### config.mk
export PLATFORM = sky130hd
export DESIGN_NAME = pipe_ctrl_v2_flat
export DESIGN_NICKNAME = d
export VERILOG_FILES = /design/src/rtl/pipe_ctrl_v2_pkg.sv /design/src/rtl/pipe_ctrl_v2_if.sv /design/src/rtl/pipe_ctrl_v2.sv /design/src/flat_wrapper.sv
export SDC_FILE = /design/constraint.sdc
export NUM_CORES = 1
export LEC_CHECK = 0
export BUFFER_PORTS_ARGS = -buffer_cell sky130_fd_sc_hd__buf_2
export CAP_MARGIN = 5
export CORE_UTILIZATION = 48
export CTS_CLUSTER_DIAMETER = 60
export DETAILED_ROUTE_END_ITERATION = 6
export GPL_TIMING_DRIVEN = 0
export PLACE_DENSITY_LB_ADDON = 0.2
export SLEW_MARGIN = 0
export SYNTH_ARGS = -nofsm -noshare
export SYNTH_HDL_FRONTEND = slang
export SYNTH_SLANG_ARGS = --single-unit
### constraint.sdc
create_clock -name clk -period 3.6 [get_ports clk]
set_input_delay 0.72 -clock clk [delete_from_list [all_inputs] [get_ports clk]]
set_output_delay 0.72 -clock clk [all_outputs]
set_load 0.005 [all_outputs]
### src/rtl/pipe_ctrl_v2_pkg.sv
// Shared types for the pipeline control unit.
// FSM encoding and flush counter width.
package pipe_ctrl_v2_pkg;

  typedef enum logic [1:0] {
    ST_IDLE  = 2'd0,
    ST_PEND  = 2'd1,
    ST_FLUSH = 2'd2
  } state_e;

  localparam int CNT_W = 4;

endpackage

### src/rtl/pipe_ctrl_v2_if.sv
// Hold/redirect bundle between ex/bus/id and the control unit.
// slave = control unit view, master = environment view.
interface pipe_ctrl_v2_if #(
  parameter int ADDR_W  = 32,
  parameter int N_STAGE = 4
);

  logic                bus_hold_i;
  logic                ex_hold_i;
  logic                id_hold_i;
  logic                jump_req_i;
  logic [ADDR_W-1:0]   jump_addr_i;
  logic                int_req_i;
  logic [ADDR_W-1:0]   int_addr_i;
  logic                int_ack_o;
  logic                jump_flag_o;
  logic [ADDR_W-1:0]   jump_addr_o;
  logic [N_STAGE-1:0]  hold_flag_o;
  logic [N_STAGE-1:0]  flush_o;
  logic                pend_o;
  logic                hold_tmo_o;

  modport slave (
    input  bus_hold_i, ex_hold_i, id_hold_i,
    input  jump_req_i, jump_addr_i,
    input  int_req_i, int_addr_i,
    output int_ack_o, jump_flag_o, jump_addr_o,
    output hold_flag_o, flush_o, pend_o, hold_tmo_o
  );

  modport master (
    output bus_hold_i, ex_hold_i, id_hold_i,
    output jump_req_i, jump_addr_i,
    output int_req_i, int_addr_i,
    input  int_ack_o, jump_flag_o, jump_addr_o,
    input  hold_flag_o, flush_o, pend_o, hold_tmo_o
  );

endinterface

### src/rtl/pipe_ctrl_v2.sv
// Pipeline control: merges hold sources into stage masks,
// sequences jump/interrupt redirects with pend buffer and flush.
module pipe_ctrl_v2
  import pipe_ctrl_v2_pkg::*;
#(
  parameter int ADDR_W    = 32,
  parameter int N_STAGE   = 4,
  parameter int ID_IDX    = 1,
  parameter int EX_IDX    = 2,
  parameter int FLUSH_CYC = 1,
  parameter int HOLD_TMO  = 255
) (
  input  logic           clk,
  input  logic           rst,
  pipe_ctrl_v2_if.slave  bus
);

  localparam int WD_W = (HOLD_TMO > 0) ? $clog2(HOLD_TMO + 1) : 1;

  function automatic logic [N_STAGE-1:0] low_mask(input int idx);
    logic [N_STAGE-1:0] m;
    m = '0;
    for (int i = 0; i < N_STAGE; i++)
      if (i <= idx) m[i] = 1'b1;
    return m;
  endfunction

  localparam logic [N_STAGE-1:0] ID_MASK = low_mask(ID_IDX);
  localparam logic [N_STAGE-1:0] EX_MASK = low_mask(EX_IDX);
  localparam logic [CNT_W-1:0]   FL_CNT  = CNT_W'(FLUSH_CYC);
  localparam logic [WD_W-1:0]    WD_MAX  = WD_W'(HOLD_TMO);

  state_e             state_q, state_d;
  logic [CNT_W-1:0]   cnt_q, cnt_d;
  logic [ADDR_W-1:0]  pend_q, pend_d;
  logic [WD_W-1:0]    wd_q, wd_d;
  logic               tmo_q, tmo_d;

  logic               issue;
  logic               ack;
  logic [ADDR_W-1:0]  iaddr;
  logic [N_STAGE-1:0] hold;
  logic               any_hold;

  always_comb begin
    hold = '0;
    if (bus.bus_hold_i) hold = '1;
    if (bus.ex_hold_i)  hold = hold | EX_MASK;
    if (bus.id_hold_i)  hold = hold | ID_MASK;
    any_hold = bus.bus_hold_i | bus.ex_hold_i | bus.id_hold_i;
  end

  always_comb begin
    wd_d  = '0;
    tmo_d = tmo_q;
    if (bus.bus_hold_i)
      wd_d = (wd_q == WD_MAX) ? wd_q : wd_q + 1'b1;
    if (HOLD_TMO != 0 && wd_d == WD_MAX)
      tmo_d = 1'b1;
  end

  always_comb begin
    state_d = state_q;
    cnt_d   = cnt_q;
    pend_d  = pend_q;
    issue   = 1'b0;
    ack     = 1'b0;
    iaddr   = '0;
    unique case (state_q)
      ST_IDLE, ST_FLUSH: begin
        // count only advances while the bus lets the bubbles move
        if (state_q == ST_FLUSH && !bus.bus_hold_i) begin
          if (cnt_q <= 1) begin
            state_d = ST_IDLE;
            cnt_d   = '0;
          end else begin
            cnt_d = cnt_q - 1'b1;
          end
        end
        if (bus.jump_req_i && !bus.bus_hold_i) begin
          issue   = 1'b1;
          iaddr   = bus.jump_addr_i;
          state_d = ST_FLUSH;
          cnt_d   = FL_CNT;
        end else if (bus.jump_req_i) begin
          pend_d  = bus.jump_addr_i;
          state_d = ST_PEND;
        end else if (state_q == ST_IDLE &&
                     bus.int_req_i && !any_hold) begin
          issue   = 1'b1;
          ack     = 1'b1;
          iaddr   = bus.int_addr_i;
          state_d = ST_FLUSH;
          cnt_d   = FL_CNT;
        end
      end
      ST_PEND: begin
        if (!bus.bus_hold_i) begin
          issue   = 1'b1;
          iaddr   = bus.jump_req_i ? bus.jump_addr_i : pend_q;
          pend_d  = '0;
          state_d = ST_FLUSH;
          cnt_d   = FL_CNT;
        end else if (bus.jump_req_i) begin
          pend_d = bus.jump_addr_i;
        end
      end
      default: state_d = ST_IDLE;
    endcase
  end

  always_ff @(posedge clk or posedge rst) begin
    if (rst) begin
      state_q <= ST_IDLE;
      cnt_q   <= '0;
      pend_q  <= '0;
      wd_q    <= '0;
      tmo_q   <= 1'b0;
    end else begin
      state_q <= state_d;
      cnt_q   <= cnt_d;
      pend_q  <= pend_d;
      wd_q    <= wd_d;
      tmo_q   <= tmo_d;
    end
  end

  // combinational outputs are gated so reset clears them at once
  always_comb begin
    bus.int_ack_o   = 1'b0;
    bus.jump_flag_o = 1'b0;
    bus.jump_addr_o = '0;
    bus.hold_flag_o = '0;
    bus.flush_o     = '0;
    bus.pend_o      = 1'b0;
    bus.hold_tmo_o  = tmo_q;
    if (!rst) begin
      bus.int_ack_o   = ack;
      bus.jump_flag_o = issue;
      bus.jump_addr_o = iaddr;
      bus.hold_flag_o = hold;
      bus.pend_o      = (state_q == ST_PEND);
      if (issue || state_q == ST_FLUSH)
        bus.flush_o = EX_MASK;
    end
  end

endmodule

### src/flat_wrapper.sv
// flat-port wrapper written by rule: the top's interface ports become plain ports
module pipe_ctrl_v2_flat import pipe_ctrl_v2_pkg::*;
#(
  parameter int ADDR_W    = 32,
  parameter int N_STAGE   = 4,
  parameter int ID_IDX    = 1,
  parameter int EX_IDX    = 2,
  parameter int FLUSH_CYC = 1,
  parameter int HOLD_TMO  = 255
)
  (clk, rst, bus_bus_hold_i, bus_ex_hold_i, bus_id_hold_i, bus_jump_req_i, bus_jump_addr_i, bus_int_req_i, bus_int_addr_i, bus_int_ack_o, bus_jump_flag_o, bus_jump_addr_o, bus_hold_flag_o, bus_flush_o, bus_pend_o, bus_hold_tmo_o);
  pipe_ctrl_v2_if #(.ADDR_W(ADDR_W), .N_STAGE(N_STAGE)) bus_i ();
  input  logic clk;
  input  logic rst;
  input wire logic [$bits(bus_i.bus_hold_i)-1:0] bus_bus_hold_i;
  input wire logic [$bits(bus_i.ex_hold_i)-1:0] bus_ex_hold_i;
  input wire logic [$bits(bus_i.id_hold_i)-1:0] bus_id_hold_i;
  input wire logic [$bits(bus_i.jump_req_i)-1:0] bus_jump_req_i;
  input wire logic [$bits(bus_i.jump_addr_i)-1:0] bus_jump_addr_i;
  input wire logic [$bits(bus_i.int_req_i)-1:0] bus_int_req_i;
  input wire logic [$bits(bus_i.int_addr_i)-1:0] bus_int_addr_i;
  output wire logic [$bits(bus_i.int_ack_o)-1:0] bus_int_ack_o;
  output wire logic [$bits(bus_i.jump_flag_o)-1:0] bus_jump_flag_o;
  output wire logic [$bits(bus_i.jump_addr_o)-1:0] bus_jump_addr_o;
  output wire logic [$bits(bus_i.hold_flag_o)-1:0] bus_hold_flag_o;
  output wire logic [$bits(bus_i.flush_o)-1:0] bus_flush_o;
  output wire logic [$bits(bus_i.pend_o)-1:0] bus_pend_o;
  output wire logic [$bits(bus_i.hold_tmo_o)-1:0] bus_hold_tmo_o;
  assign bus_i.bus_hold_i = bus_bus_hold_i;
  assign bus_i.ex_hold_i = bus_ex_hold_i;
  assign bus_i.id_hold_i = bus_id_hold_i;
  assign bus_i.jump_req_i = bus_jump_req_i;
  assign bus_i.jump_addr_i = bus_jump_addr_i;
  assign bus_i.int_req_i = bus_int_req_i;
  assign bus_i.int_addr_i = bus_int_addr_i;
  assign bus_int_ack_o = bus_i.int_ack_o;
  assign bus_jump_flag_o = bus_i.jump_flag_o;
  assign bus_jump_addr_o = bus_i.jump_addr_o;
  assign bus_hold_flag_o = bus_i.hold_flag_o;
  assign bus_flush_o = bus_i.flush_o;
  assign bus_pend_o = bus_i.pend_o;
  assign bus_hold_tmo_o = bus_i.hold_tmo_o;
  pipe_ctrl_v2 #(.ADDR_W(ADDR_W), .N_STAGE(N_STAGE), .ID_IDX(ID_IDX), .EX_IDX(EX_IDX), .FLUSH_CYC(FLUSH_CYC), .HOLD_TMO(HOLD_TMO)) u_core (.clk(clk), .rst(rst), .bus(bus_i));
endmodule
==> run metrics <==
buffers added on ports=110; Root Driver=clkbuf_8; initial core utilization=0.4967; Fillers=roughly 470; IO Count=115; post-synth net total=359; utilization after layout=0.6376; postcts setup bufs=0; cts hold-fix bufs=0; asr flop ratio synth=1.000; crit path kind=in2out; GRT overflow=0; Most used DFF post-synth=dfrtp_1; Crit. End Element=primary output; Post-Layout Cell Count=about 480; worst skew pair latency=300 ps; worst hold path class=in2async; Register Area=1176 um^2; first-pass iteration count of the detailed router=7; die area=6004 um^2; Avg Cell Area, Syn=between 9 and 10 um^2; detailed-route vias per instance=between 6 and 7; layout cell share with drive strength beyond 1=0.3762; number of synthesized flops with an enable pin=0; PD cells=401.5 nW/um^2; vias in the first global route=2,709; All-Layer GR Usage=0.2510; Final ANT Viol Nets=0; final setup violation count=0; synthesized cell area=2735 um^2; initial DRC count=313; largest net degree at the start of global routing=39; Max Slew Vio Count=0; Crit path arrival time=2290 ps; drt wl/cell=15.78 um; Area Overhead vs Synth=28.36%; Die Y=77.49 um; routability cong.=0.8662; post_cts resized=0; Layout Skew=between 10 and 15 ps; crit-path max FO=38; leak pwr=1.788 nW; CTS tree=yes; Design Area, Final=between 3000 and 4000 um^2; Final min period=3007 ps; Clock Pin Slew Worst Setup and Hold Paths=90 ps; Worst Path Required=roughly 2900 ps; fin crit share=0.8354; FP Rows=27; # DRC=0; first-pass GRT wire length=approximately 12 mm; RSZ-0062 raised after global routing=false; vias=2,871; clk buf depth=2; status=complete, no violations; Hold Vio Cnt, Final=0; total wire length=7.510 mm; flops & latches, synth=47; sequential share of the synthesized area=0.4300; max-cap viol count=0; Yosys cell types=49; core area=~5500 um^2; f_max=between 300 and 400 MHz; Die Width=77.49 um; Inserted Clock Buffers=5; Multi-input gate area=1343 um^2; Setup TNS=0 ps; startpoint types=input port; hpwl dp=5.288 mm; initial antenna violation count=0; Placed Area=3396 um^2; number of H-tree levels=2; YS warnings=0; worst vdd ir=0.2715 mV; Mapped Cells=285; antenna cells=0; nets=477; placed instance count=~470; clock sink total=between 40 and 50
worst max-delay path, stage by stage:
cell,delay [ps]
clkbuf_1,280
inv_2,210
buf_12,230
nand2_1,180
clkbuf_1,400
nor2_1,100
buf_2,140
registers in the layout, indices dropped and copies added (netlist names):
| name | count |
|---|---|
| u_core.state_q | 2 |
| u_core.wd_q | 8 |
| u_core.bus.hold_tmo_o | 1 |
| u_core.cnt_q | 4 |
| u_core.pend_q | 32 |
layer usage:
| layer | vias up | share of wire | wire length, um | GRT usage |
|---|---|---|---|---|
| met2 | 138 | 0.49 | 3652 | 0.4265 |
| met4 | 0 | 0.0085 | 64 | 0.07170 |
| met5 | - | 0 | 0 | 0 |
| met3 | 6 | 0.064 | 477 | 0.03647 |
| li1 | 1348 | - | - | - |
| met1 | 1379 | 0.44 | 3316 | 0.3318 |
worst paths after layout:
path / startpoint / slack, ps / end / depth (start not counted)
worst max-delay path: rst / 590 / bus_jump_addr_o[2] / 7
worst min-delay path: rst / 480 / u_core.cnt_q[2]$_DFFE_PP0P_ / 2
worst max register to register: u_core.wd_q[0]$_DFF_PP0_ / 1830 / u_core.bus.hold_tmo_o$_DFFE_PP0N_ / 5
worst min register to register: u_core.bus.hold_tmo_o$_DFFE_PP0N_ / 480 / u_core.bus.hold_tmo_o$_DFFE_PP0N_ / 1
max in group asynchronous: rst / 2650 / u_core.wd_q[0]$_DFF_PP0_ / 3
min in group clk: u_core.bus.hold_tmo_o$_DFFE_PP0N_ / 480 / u_core.bus.hold_tmo_o$_DFFE_PP0N_ / 1
where the power goes:
group	internal (mW)	switching [mW]	leakage (nW)	total, mW
clock network	0.209	0.184	0.0548	0.393
registers	0.595	0.0544	0.615	0.650
logic	0.173	0.194	1.12	0.367
cell type report:
| type | instances | share of cell area |
|---|---|---|
| Buffer | 32 | 0.05203 |
| Multi-Input combinational cell | 197 | 0.3824 |
| Sequential cell | 47 | 0.3350 |
| Timing Repair Buffer | 111 | 0.1625 |
| Tap cell | 72 | 0.02566 |
| Clock buffer | 5 | 0.01960 |
| Inverter | 9 | 0.009622 |
| Clock inverter | 3 | 0.01319 |
cells in the final DEF, fill, tap and decap left out, types with 2 or more instances in the layout:
cell type	instances
o21ai_0	3
clkbuf_8	5
a222oi_1	32
nor2_1	53
and3_1	3
clkbuf_1	7
ha_1	3
nand2b_1	2
a22o_1	32
o32ai_1	2
buf_2	127
nand3_1	4
xor2_1	3
nand4_1	3
buf_4	5
a41o_1	2
a21oi_1	8
dfrtp_1	47
buf_6	3
inv_1	8
nand2_1	10
a31oi_1	3
a221oi_1	2
a311oi_1	2
nor3_1	5
synth_stat cells, drive strengths merged (3+ instances only):
| library cell | count | area (um^2) |
|---|---|---|
| a21oi | 8 | 40.04 |
| a222oi | 32 | 320.3 |
| a22o | 32 | 280.3 |
| a31oi | 3 | 18.77 |
| and3 | 3 | 18.77 |
| buf | 25 | 156.4 |
| clkbuf | 7 | 26.28 |
| dfrtp | 47 | 1176 |
| ha | 3 | 37.54 |
| inv | 9 | 33.78 |
| nand2 | 11 | 43.80 |
| nand3 | 4 | 20.02 |
| nand4 | 3 | 18.77 |
| nor2 | 54 | 205.2 |
| nor3 | 6 | 35.03 |
| o21ai | 3 | 15.01 |
| xor2 | 3 | 26.28 |
kinds of logic after synthesis:
| family | count (synthesis) | synth area share |
|---|---|---|
| AO/OA/AOI/OAI | 98 | 0.3115 |
| multiplexers | 1 | 0.004117 |
| AND/OR/NAND/NOR | 90 | 0.1473 |
| flip-flops | 47 | 0.4300 |
| other | 1 | 0.001371 |
| adder cells (fa/ha/maj) | 3 | 0.01373 |
| buffers and inverters | 41 | 0.07914 |
| XOR/XNOR | 4 | 0.01281 |
stage by stage:
step	hold slack, ps	setup slack, ps	total power, mW
finish	478.8	592.7	1.409
detailed placement	466.8	549.8	1.019
global route	521.0	328.7	1.484
CTS	491.4	525.2	1.414
floorplan	460.2	305.5	0.8856
global placement	464.1	-514.2	1.005
Note: power is estimated with default switching activity, not from simulation.
